==> src/rtl/proto_sort_pkg.sv <==
// -----------------------------------------------------------------------------
// proto_sort_pkg
// Shared definitions for the proto_sort feeder path: the sequencer state
// encoding, the default element width and the slot/select geometry of the
// four-way output mux.
// -----------------------------------------------------------------------------
package proto_sort_pkg;

  // Sequencer states: wait for a set, run the sorting passes, hand out slots.
  typedef enum logic [1:0] {
    IDLE = 2'd0,
    SORT = 2'd1,
    EMIT = 2'd2
  } state_e;

  // Default element width; must match the data width of the downstream mux.
  localparam int DEFAULT_WIDTH = 4;

  // Number of sorted slots and the width of the mux select that walks them.
  localparam int SLOTS = 4;
  localparam int SEL_W = 2;

endpackage : proto_sort_pkg

==> src/rtl/sort4_sequencer_cmp_swap.sv <==
// -----------------------------------------------------------------------------
// cmp_swap
// Combinational compare-exchange element of the odd-even transposition network.
// Routes the pair (a, b) so that 'lo' feeds the lower-numbered slot and 'hi'
// the higher-numbered slot in the requested order.
//
// Ports:
//   a, b   in  WIDTH  operands; a comes from the lower-numbered slot
//   desc   in  1      0 = ascending (lo gets the smaller), 1 = descending
//   lo     out WIDTH  value for the lower-numbered slot
//   hi     out WIDTH  value for the higher-numbered slot
// -----------------------------------------------------------------------------
module cmp_swap #(
  parameter int WIDTH = 4
) (
  input  logic [WIDTH-1:0] a,
  input  logic [WIDTH-1:0] b,
  input  logic             desc,
  output logic [WIDTH-1:0] lo,
  output logic [WIDTH-1:0] hi
);

  logic swap;

  always_comb begin
    // Strict comparison only: equal operands keep their positions, which
    // keeps the network stable and avoids pointless toggling.
    swap = desc ? (a < b) : (a > b);
    lo   = swap ? b : a;
    hi   = swap ? a : b;
  end

endmodule : cmp_swap

==> src/rtl/sort4_sequencer.sv <==
// -----------------------------------------------------------------------------
// sort4_sequencer
// Upstream feeder for the four-way output mux of proto_sort. Captures a set of
// four elements with a valid/ready handshake, sorts them in place with an
// odd-even transposition network (one pass per clock), then presents the
// sorted slots on the mux data inputs and steps the mux select 0..3 under an
// output handshake so the mux emits the values in sorted order.
//
// Ports:
//   clk        in  1      system clock, rising edge
//   rst_n      in  1      asynchronous active-low reset
//   in_valid   in  1      input set present on din0..din3
//   in_ready   out 1      block can accept a new set (IDLE)
//   din0..3    in  WIDTH  input elements
//   zero..three out WIDTH sorted slots 0..3, to the mux data inputs
//   sel        out 2      mux select
//   out_valid  out 1      mux output (slot indexed by sel) is valid (EMIT)
//   out_ready  in  1      downstream accepts the current element
//   last       out 1      current element is slot 3
//   busy       out 1      SORT or EMIT in progress
//
// Every output is a register or a decode of registered state only; neither
// in_valid nor out_ready reaches an output combinationally.
// -----------------------------------------------------------------------------
module sort4_sequencer
  import proto_sort_pkg::*;
#(
  parameter int WIDTH   = DEFAULT_WIDTH,
  parameter bit DESCEND = 1'b0,
  parameter int PASSES  = 4
) (
  input  logic             clk,
  input  logic             rst_n,
  input  logic             in_valid,
  output logic             in_ready,
  input  logic [WIDTH-1:0] din0,
  input  logic [WIDTH-1:0] din1,
  input  logic [WIDTH-1:0] din2,
  input  logic [WIDTH-1:0] din3,
  output logic [WIDTH-1:0] zero,
  output logic [WIDTH-1:0] one,
  output logic [WIDTH-1:0] two,
  output logic [WIDTH-1:0] three,
  output logic [SEL_W-1:0] sel,
  output logic             out_valid,
  input  logic             out_ready,
  output logic             last,
  output logic             busy
);

  // Pass counter only has to reach PASSES-1.
  localparam int CNT_W = (PASSES > 2) ? $clog2(PASSES) : 1;
  localparam logic [CNT_W-1:0] LAST_PASS = CNT_W'(PASSES - 1);
  localparam logic [SEL_W-1:0] LAST_SEL  = SEL_W'(SLOTS - 1);

  state_e           state_q, state_d;
  logic [WIDTH-1:0] slot_q [SLOTS];
  logic [WIDTH-1:0] slot_d [SLOTS];
  logic [CNT_W-1:0] pass_q, pass_d;
  logic [SEL_W-1:0] sel_q,  sel_d;

  // ---------------------------------------------------------------------------
  // Compare-exchange network. Even passes use pairs (0,1) and (2,3); odd
  // passes use the middle pair (1,2). All three comparators evaluate every
  // cycle; the FSM picks which results are written back.
  // ---------------------------------------------------------------------------
  logic [WIDTH-1:0] lo01, hi01, lo23, hi23, lo12, hi12;

  cmp_swap #(.WIDTH(WIDTH)) u_cmp01 (
    .a    (slot_q[0]),
    .b    (slot_q[1]),
    .desc (DESCEND),
    .lo   (lo01),
    .hi   (hi01)
  );

  cmp_swap #(.WIDTH(WIDTH)) u_cmp23 (
    .a    (slot_q[2]),
    .b    (slot_q[3]),
    .desc (DESCEND),
    .lo   (lo23),
    .hi   (hi23)
  );

  cmp_swap #(.WIDTH(WIDTH)) u_cmp12 (
    .a    (slot_q[1]),
    .b    (slot_q[2]),
    .desc (DESCEND),
    .lo   (lo12),
    .hi   (hi12)
  );

  // ---------------------------------------------------------------------------
  // Next-state and datapath update.
  // ---------------------------------------------------------------------------
  always_comb begin
    // NOTE: every variable gets its hold value first so no path through the
    // case statement leaves one unassigned, which would infer a latch.
    state_d = state_q;
    slot_d  = slot_q;
    pass_d  = pass_q;
    sel_d   = sel_q;

    unique case (state_q)
      IDLE: begin
        if (in_valid) begin
          slot_d[0] = din0;
          slot_d[1] = din1;
          slot_d[2] = din2;
          slot_d[3] = din3;
          pass_d    = '0;
          state_d   = SORT;
        end
      end

      SORT: begin
        if (!pass_q[0]) begin
          slot_d[0] = lo01;
          slot_d[1] = hi01;
          slot_d[2] = lo23;
          slot_d[3] = hi23;
        end else begin
          slot_d[1] = lo12;
          slot_d[2] = hi12;
        end

        if (pass_q == LAST_PASS) begin
          state_d = EMIT;
          sel_d   = '0;
        end else begin
          pass_d = pass_q + CNT_W'(1);
        end
      end

      EMIT: begin
        // Slots are frozen here; only the select moves, and only on a
        // handshake. The 3 -> 0 wrap happens solely on the exit to IDLE.
        if (out_ready) begin
          if (sel_q == LAST_SEL) begin
            sel_d   = '0;
            state_d = IDLE;
          end else begin
            sel_d = sel_q + SEL_W'(1);
          end
        end
      end

      default: begin
        state_d = IDLE;
        sel_d   = '0;
      end
    endcase
  end

  // ---------------------------------------------------------------------------
  // State registers.
  // ---------------------------------------------------------------------------
  always_ff @(posedge clk or negedge rst_n) begin
    if (!rst_n) begin
      state_q <= IDLE;
      pass_q  <= '0;
      sel_q   <= '0;
      // NOTE: the slot registers drive the mux directly and must read zero
      // after reset, so this small array is reset like any other flop rather
      // than being treated as an unreset storage memory.
      for (int i = 0; i < SLOTS; i++) begin
        slot_q[i] <= '0;
      end
    end else begin
      // NOTE: non-blocking assignments so every register samples the values
      // from before this edge, independent of statement order.
      state_q <= state_d;
      pass_q  <= pass_d;
      sel_q   <= sel_d;
      slot_q  <= slot_d;
    end
  end

  // ---------------------------------------------------------------------------
  // Outputs: registers and state decodes only.
  // ---------------------------------------------------------------------------
  assign zero      = slot_q[0];
  assign one       = slot_q[1];
  assign two       = slot_q[2];
  assign three     = slot_q[3];
  assign sel       = sel_q;
  assign in_ready  = (state_q == IDLE);
  assign out_valid = (state_q == EMIT);
  assign last      = (state_q == EMIT) && (sel_q == LAST_SEL);
  assign busy      = (state_q != IDLE);

endmodule : sort4_sequencer
==> config.mk <==
export PLATFORM = sky130hd
export DESIGN_NAME = sort4_sequencer
export DESIGN_NICKNAME = d
export VERILOG_FILES = /design/src/rtl/proto_sort_pkg.sv /design/src/rtl/sort4_sequencer_cmp_swap.sv /design/src/rtl/sort4_sequencer.sv
export SDC_FILE = /design/constraint.sdc
export NUM_CORES = 1
export LEC_CHECK = 0
export CAP_MARGIN = 15
export CORE_UTILIZATION = 48
export DETAILED_ROUTE_END_ITERATION = 10
export PLACE_DENSITY = 0.8
export SYNTH_ARGS = -nofsm -noshare
export SYNTH_HDL_FRONTEND = slang
export SYNTH_SLANG_ARGS = --single-unit
==> constraint.sdc <==
create_clock -name clk -period 2.4 [get_ports clk]
set_input_delay 0.48 -clock clk [delete_from_list [all_inputs] [get_ports clk]]
set_output_delay 0.48 -clock clk [all_outputs]
set_load 0.03 [all_outputs]
# After elaboration in Yosys (flattened, before gate mapping)

Index checks and enable logic that the tools add are counted.

Register bits after elaboration: 22
Bits of input ports: 20
Output and inout bits: 22
Logic and storage cells: 62

$add $sub $neg: 2
Order comparisons: 3
Equality and inequality tests: 15
Multiplexer cells: 23
Bitwise operators: 1
Reduce and logical (&&, ||, !) cells: 11

Operator list:

| cell                | number |
|---|---|
| $mux 4              | 8 |
| $pmux 16 s2         | 1 |
| $reduce_and 4->1    | 5 |
| $mux 2              | 9 |
| $mux 16             | 1 |
| $gt 4x4->1          | 3 |
| $pmux 2 s3          | 2 |
| $ne 3x2->1 const B  | 3 |
| $mux 8              | 1 |
| $ne 2x1->1 const B  | 4 |
| $ne 2x2->1 const B  | 4 |
| $eq 2x2->1 const B  | 3 |
| $reduce_and 3->1    | 2 |
| $add 2x1->2 const B | 2 |
| $pmux 2 s2          | 1 |
| $reduce_bool 2->1   | 2 |
| $eq 2x1->1 const B  | 1 |
| $logic_not 2->1     | 1 |
| $logic_and 1x1->1   | 1 |
| $not 1->1           | 1 |

# Logic depth before layout (Yosys ltp)

Gate-level depths: netlist of run 1.

Word-level depth: 4
Depth in mapped cells: 7
Mapped depth without buffers: 7

# Hierarchy

From an unflattened synthesis of run 1, not the netlist that was laid out.

Cells, all modules: 224
Area, all modules: 2,313.5 um2

Modules (own cells, without submodules):

| module          | times used | cells each | area each (um2) | seq. area each (um2) |
|---|---|---|---|---|
| sort4_sequencer | 1          | 104        | 1,303.8         | 550.5 |
| cmp_swap        | 3          | 40         | 336.6           | 0.0 |

# Least setup slack after synthesis of run 1

No wires, ideal clock.

Kind: register -> register
Start point: register slot_q (netlist bit one[1])
End point: register slot_q (netlist bit zero[1])
Library setup time: 0.125 ns
Arrival: 1.925 ns
Required time: 2.275 ns
Path slack: 0.351 ns
Stages on the path, launching flop included: 8
Path buffers: 0
Clock period less this slack: 2.049 ns
Path through: dfrtp_1 inv_1 ha_1 nor2b_1 o211ai_1 a21oi_1 o21ai_1 mux2_2

Longest elaborated chain between the ends: 3
Elaborated cells between the ends (all ways): 6
Classes of those cells: 1 x order compare; 1 x eq/ne; 3 x mux; 1 x reduce/logical

Ends and longest elaborated chain:

| item                                                                    | line                                                           | RTL |
|---|---|---|
| from (decl)                                                             | sort4_sequencer.sv:57                                          | `logic [WIDTH-1:0] slot_q [SLOTS];` |
| from (signal assigned)                                                  | sort4_sequencer.sv:175                                         | `slot_q <= slot_d;` |
| $gt 4x4->1 / $mux 4 (equally long branches)                             | sort4_sequencer_cmp_swap.sv:28, sort4_sequencer_cmp_swap.sv:29 |  |
| $ne 2x1->1 (no source line) / $mux 4 (equally long branches)            | n/a                                                            |  |
| $reduce_and 4->1 (no source line) / $pmux 16 s2 (equally long branches) | n/a                                                            |  |

Parallel ways exist; a longest one is shown, timed or not. The select of a mux whose other input is x is not followed.
A chain may end at the register's enable or synchronous reset.

# Final worst setup path of run 1

Start point: register state_q[0]
End point: output busy

Longest elaborated chain between the ends: 1

Ends and longest elaborated chain:

| item                   | line                   | RTL |
|---|---|---|
| from (decl)            | sort4_sequencer.sv:56  | `state_e state_q, state_d;` |
| from (signal assigned) | sort4_sequencer.sv:172 | `state_q <= state_d;` |
| $reduce_bool 2->1      | sort4_sequencer.sv:190 | `assign busy = (state_q != IDLE);` |
| to (decl)              | sort4_sequencer.sv:48  | `output logic busy` |

Every way passes these cells.

==> summary.txt, run 1 <==
CTS
  – Post-CTS Resized: 1
  – H-Tree Depth: 1
  – CTS Hold Bufs: 0
  – TritonCTS Buffers: 3
  – Clk slew on worst S/H paths: roughly 0.13 ns
  – Clock buffer depth: 2
  – Clock root cell: clkbuf_4
  – Worst skew pair latency: roughly 0.31 ns
  – CTS Sinks: 22
  – Post-CTS Setup Inserts: 0
  – CTS tree: built

Logic synthesis
  – Post-synthesis area per instance: slightly below 10 sq um
  – Number of synthesized flops with an enable pin: 0
  – Async SR Flop Fraction: 100.0%
  – Syn. warnings: 0
  – Mapped Cells: roughly 160
  – Area leader, netlist: dfrtp_1
  – Yosys top cell area share: 36.18%
  – Leading post-synthesis cells by cell area: dfrtp_1 36%, mux2i_1 14%, ha_1 12%
  – Commonest cells post-synth: 22 x dfrtp_1, 21 x mux2i_1, 18 x a21oi_1
  – Synthesized area: ~1500 sq um
  – Total nets after synthesis: 189
  – Number of distinct library cells after synthesis: 30
  – Top FF cell, synth: dfrtp_1
  – Register area share after synthesis: between 30% and 40%
  – Synth Register Bits: 22
  – Most frequent cell after synthesis: dfrtp_1

Worst setup path
  – Reg2reg end: zero[2]
  – Crit-path max cell delay: 0.60 ns
  – Crit Path Max Fanout: 10
  – Endpoint class of the critical path: output port
  – Slowest stage cell, crit path: clkdlybuf4s50_1
  – WP data arrival: ~1.8 ns
  – Worst EP required: between 1.5 and 2 ns
  – Critical R2R Launch: one[1]
  – R2r worst-path depth: 7
  – Crit path launch type: flip-flop
  – CP Capture Point: busy
  – Worst Setup SP: state_q[0]
  – Crit Path Class: reg2out
  – Family with the most delay on the worst path: buffers and inverters
  – Buffers & Inverters on Critical Path: 1
  – Crit. path cell count: 2
  – Worst path cell trace: or2_2, clkdlybuf4s50_1
  – Reg2reg setup slack: about 0.34 ns

Drt
  – # DRC: 0
  – Total number of vias: 1279
  – Via density: 5.374
  – Routed len/inst: roughly 14 microns
  – Initial DRC Count: between 60 and 70
  – Final ANT Viol Nets: 0
  – Initial DRT Pass Iterations: 4
  – Routed wire length: 3419 microns

Placed design
  – Post-DP HPWL: 2658 microns
  – GPL Wtd Cong: 0.7810
  – I/O Buffers: 41

Hold path
  – Hold WC Path Type: in2async

Timing
  – Clock Skews: 0.004260 ns
  – Setup TNS: 0 ns
  – Slew margin rel.: 61.44%
  – Least-Margin Pin Slew: between 0.5 and 0.6 ns
  – RSZ-0062 raised after global routing: false
  – Hold Vio Cnt, Final: 0
  – Final Setup Violations: 0
  – Final min period: 2.256 ns
  – Final period util: between 90% and 100%
  – Slew Viols, Final: 0
  – Peak Freq: 443.3 MHz

Die
  – Core Area: roughly 3000 sq um
  – Starting Density: 50.25%
  – Die area: about 3400 sq um
  – Row cnt: 20
  – Die W: just under 60 microns
  – I/O pins: 42
  – Die H: about 60 microns

Global routing
  – Largest net degree at the start of global routing: 36
  – Number of global-route vias before repair: around 1300
  – First-pass GRT wire length: 6030 microns
  – Initial antenna violation count: 0
  – GR Overflow Total: 0
  – GRT Total Usage: 23.04%

Run status
  – Status: finished clean

Cells and area
  – Final nets: 229
  – Area Overhead vs Synth: 31.17%
  – Ant. Diodes: 0
  – Share of cells above drive strength 1: between 10% and 20%

Flow run
  – Max_cap viols: 0
==> worst min-delay path by stage <==
stage	depth (start not counted)	slack (ns)	endpoint	start
finish	2	0.50	sel[0]	rst_n
detailed placement	1	0.53	sel[1]	sel[1]
global placement	1	0.51	sel[1]	sel[1]
CTS	2	0.52	sel[0]	rst_n
global route	2	0.53	sel[1]	rst_n
floorplan	0	0.18	one[0]	rst_n
==> worst reg2reg max path: stages (launching register included) <==
cell      delay, ns
dfrtp_1        0.42
inv_1          0.09
ha_1           0.29
nor2b_1        0.13
o211ai_1       0.16
a21oi_1        0.12
o21ai_1        0.36
mux2_2         0.38
==> per-stage QoR <==
stage                     instances  hold slack (ns)  setup slack [ns]  area (sq um)  utilization (%)
after floorplan                 155           0.1844            0.3506          1521                -
after global routing            238           0.5312           0.02458          1996            65.91
after detailed placement        234           0.5305            0.2954          1951            64.42
final                           238           0.5029            0.1442          1996            65.91
after global placement          234           0.5113            0.3671          1951            64.42
after CTS                       238           0.5195           0.01651          1989            65.70
==> metal layers <==
metal  part of all wire (%)  track usage [%]  up-vias
met2                     51            41.54       32
met4                    1.2            6.122        0
li1                       -                -      628
met5                      0                0        -
met1                     45            29.30      613
met3                    3.5            2.637        6
==> final cells by class <==
cell class                 count  area, sq um
fill                         260         1032
inverter                      14        52.55
clock buffer                   4        36.28
tap                           44        55.05
timing repair buffer          42        422.9
sequential                    22        551.8
multi-input combinational    112        877.1
==> placed cells by master (no fill, tap or decap) <==
cell type	n
a31o_2	1
dfrtp_1	21
clkbuf_8	1
clkdlybuf4s50_1	39
nand2_1	6
mux2i_1	21
o211ai_1	3
a21oi_1	18
a311o_1	1
ha_1	14
a22o_1	1
nor2b_2	1
mux2_2	4
a21oi_2	1
or2_1	1
dlymetal6s2s_1	2
nand2b_4	1
a2111oi_4	1
a32o_1	2
buf_4	1
a21o_1	1
inv_2	1
and2_1	1
or2_2	1
nor2b_1	5
o21ai_1	1
o21ai_2	3
and4_1	3
o21ai_0	5
nand2b_1	2
nor2_1	14
inv_1	13
dfrtp_2	1
clkbuf_4	3
==> state kept, by name, summed over array words and instances, names as in the netlist <==
register  count
one           4
pass_q        2
sel           2
state_q       2
three         4
two           4
zero          4
==> kinds of logic after synthesis <==
logic type	synth area share, %
AOI/OAI and AO/OA	17.11
adders and majority gates	11.51
muxes	16.78
DFF	36.18
buffers and inverters	6.332
and+or+nand+nor	12.09
Power of run 1 is left out: the tool's default activity adds up to more than one toggle a clock period on the data nets, which glitch-free logic cannot reach.
==> run 2: changes to the inputs <==
- CORE_UTILIZATION: 48 -> 53
- PLACE_DENSITY: 0.8 -> 0.81
- SYNTH_HIERARCHICAL: not set -> 1
==> summary.txt, run 2 <==
Global routing
  – Gr busiest metal: met2
  – Met2 GRT Util: about 44%
  – Global Route met3 Usage: around 4.7%
  – GRT Total Usage: between 20 and 30%
  – Met1 usage: 38.51%
  – Number of global-route vias before repair: a little under 2000
  – GR Overflow Total: 0
  – Largest net degree at the start of global routing: 23
  – First-pass GRT wire length: ~9500 microns
  – Initial antenna violation count: 0

Drt
  – Initial DRC Count: around 150
  – Via density: between 6 and 7
  – # DRC: 0
  – Routed len/inst: 17.94 microns
  – Total number of vias: approximately 2200
  – Routed wire length: 6333 microns
  – Final ANT Viol Nets: 0
  – Initial DRT Pass Iterations: 6

Timing
  – Peak Freq: just over 400 MHz
  – Final period util: 101.0%
  – Slew Viols, Final: 0
  – Final Setup Violations: 1
  – Hold Vio Cnt, Final: 0
  – Final min period: ~2.4 ns
  – Clock Skews: about 0.0048 ns
  – Hold WS: 0.5325 ns
  – Least-Margin Pin Slew: 0.6086 ns
  – RSZ-0062 raised after global routing: true
  – Setup ws final: -0.02432 ns
  – Slew margin rel.: around three fifths

Logic synthesis
  – Number of synthesized flops with an enable pin: 0
  – Most frequent cell after synthesis: mux2_4
  – Synthesized area: approximately 2300 sq um
  – Syn. warnings: 6
  – Leading post-synthesis cells by cell area: dfrtp_1 24%, mux2_4 18%, mux2i_1 10%
  – Synth Register Bits: 22
  – Mapped Cells: 224
  – Number of distinct library cells after synthesis: 36
  – Post-synthesis area per instance: slightly above 10 sq um
  – Register area share after synthesis: a little under a quarter
  – Yosys top cell area share: a little under a quarter
  – Area leader, netlist: dfrtp_1
  – Top FF cell, synth: dfrtp_1
  – Async SR Flop Fraction: 100.0%
  – Commonest cells post-synth: 28 x mux2_4, 24 x mux2i_1, 22 x dfrtp_1

Cells and area
  – Fill count: ~260
  – Final nets: approximately 340
  – Ant. Diodes: 0
  – Most frequent cells in the layout: 41 x clkdlybuf4s50_1, 39 x buf_4, 28 x mux2_4
  – Area Overhead vs Synth: 36.72%
  – Final std cell area, no fill: around 3200 sq um
  – Commonest non-fill, non-tap cell in the layout: clkdlybuf4s50_1
  – Fin util: between 70% and 80%
  – Share of cells above drive strength 1: around 37%
  – Non-Filler Instances: about 350

CTS
  – CTS tree: built
  – Clk slew on worst S/H paths: about 0.080 ns
  – CTS Sinks: 22
  – H-Tree Depth: 1
  – TritonCTS Buffers: 3
  – Worst skew pair latency: 0.27 ns
  – Clock buffer depth: 2
  – Clock root cell: clkbuf_8

Worst setup path
  – Crit. path cell count: 8
  – Crit Path Class: reg2reg
  – Buffers & Inverters on Critical Path: 0
  – Crit path launch type: flip-flop
  – Most used cell, CP: mux2_4
  – Family with the most delay on the worst path: multiplexers
  – Crit Path Max Fanout: 4
  – Worst EP required: around 2.6 ns
  – R2r worst-path depth: 8
  – WP data arrival: approximately 2.6 ns
  – Endpoint class of the critical path: flip-flop
  – Slowest stage cell, crit path: dfrtp_2
  – Crit-path max cell delay: 0.46 ns
  – Worst path cell trace: ha_4, nor2b_4, o211ai_4, a21bo_4, mux2_4, mux2_4, mux2_4, mux2_4

Flow run
  – Max_cap viols: 0

Die
  – Starting Density: a little under three fifths
  – I/O pins: 42
  – Core Area: about 4100 sq um
  – Die area: around 4600 sq um
  – Row cnt: 23
  – Die H: 68.07 microns
  – Die W: 68.07 microns

Hold path
  – Hold Crit Depth: 2
  – Hold WC Path Type: reg2reg

Placed design
  – Placed cells: 346
  – I/O Buffers: 41
  – GPL Wtd Cong: between 0.8 and 0.9
  – Post-DP HPWL: 4621 microns
  – Placed instance area: 3038 sq um

Run status
  – Failing checks: setup timing
  – Status: finished with violations
## run 2: worst register-to-register path, stage by stage (launching register included)
cell	delay [ns]
dfrtp_2	0.46
ha_4	0.28
nor2b_4	0.15
o211ai_4	0.10
a21bo_4	0.23
mux2_4	0.29
mux2_4	0.30
mux2_4	0.25
mux2_4	0.25
## run 2: logic make-up (layout without fill, tap and decap cells)
kind of cell	count (synthesis)	count (layout)	synth area share (%)
AOI/OAI and AO/OA	65	65	22.72
adders and majority gates	14	14	7.572
buffers and inverters	25	99	5.191
DFF	22	22	23.80
muxes	53	53	29.04
other	1	6	0.1621
and+or+nand+nor	44	44	11.52
## run 2: cell type report
type	instances	area (sq um)	area share [%]
Sequential cell	22	564.3	17.84
Inverter	15	56.30	1.780
Tap cell	50	62.56	1.978
Clock buffer	4	55.05	1.741
Multi-Input combinational cell	182	1722	54.43
Timing Repair Buffer	80	703.2	22.23
## run 2: metrics by stage
stage | setup TNS (ns) | setup WS, ns
floorplan | -0.3073 | -0.1164
global placement | 0 | 0.04981
detailed placement | -0.08809 | -0.06903
CTS | -0.01322 | -0.01322
global route | -0.1432 | -0.04817
finish | -0.02432 | -0.02432
## run 2: metal layers
layer	up-vias	wire length, microns
li1	993	-
met4	0	131
met5	-	0
met1	1045	2856
met3	16	382
met2	97	2963
## run 2: repair_timing
action,4_1_cts,5_1_grt
gates resized for setup,2,7
endpoints found under the setup margin,6,12
pin swaps,0,5
hold buffers,0,0
buffers inserted,0,3
endpoints found under the hold margin,0,0
## run 2: worst paths after layout
kind                                start         to  slack, ns
worst min register to register  pass_q[1]  pass_q[1]       0.53
worst max register to register     two[1]   three[0]      -0.02
min in group asynchronous           rst_n     sel[0]       0.56
worst max-delay path               two[1]   three[0]      -0.02
max in group asynchronous           rst_n   three[3]       1.58
worst min-delay path            pass_q[1]  pass_q[1]       0.53
Power of run 2 is left out for the same reason.
==> run 3: changes to the inputs <==
- ABC_CLOCK_PERIOD_IN_PS: not set -> 2400
- CORE_UTILIZATION: 53 -> 48
- PLACE_DENSITY: 0.81 -> 0.8
- SYNTH_HIERARCHICAL: 1 -> not set
==> results of run 3 <==
No change in the layout: final DEF, timing and power equal those of run 1.
Power of run 3 is left out for the same reason.
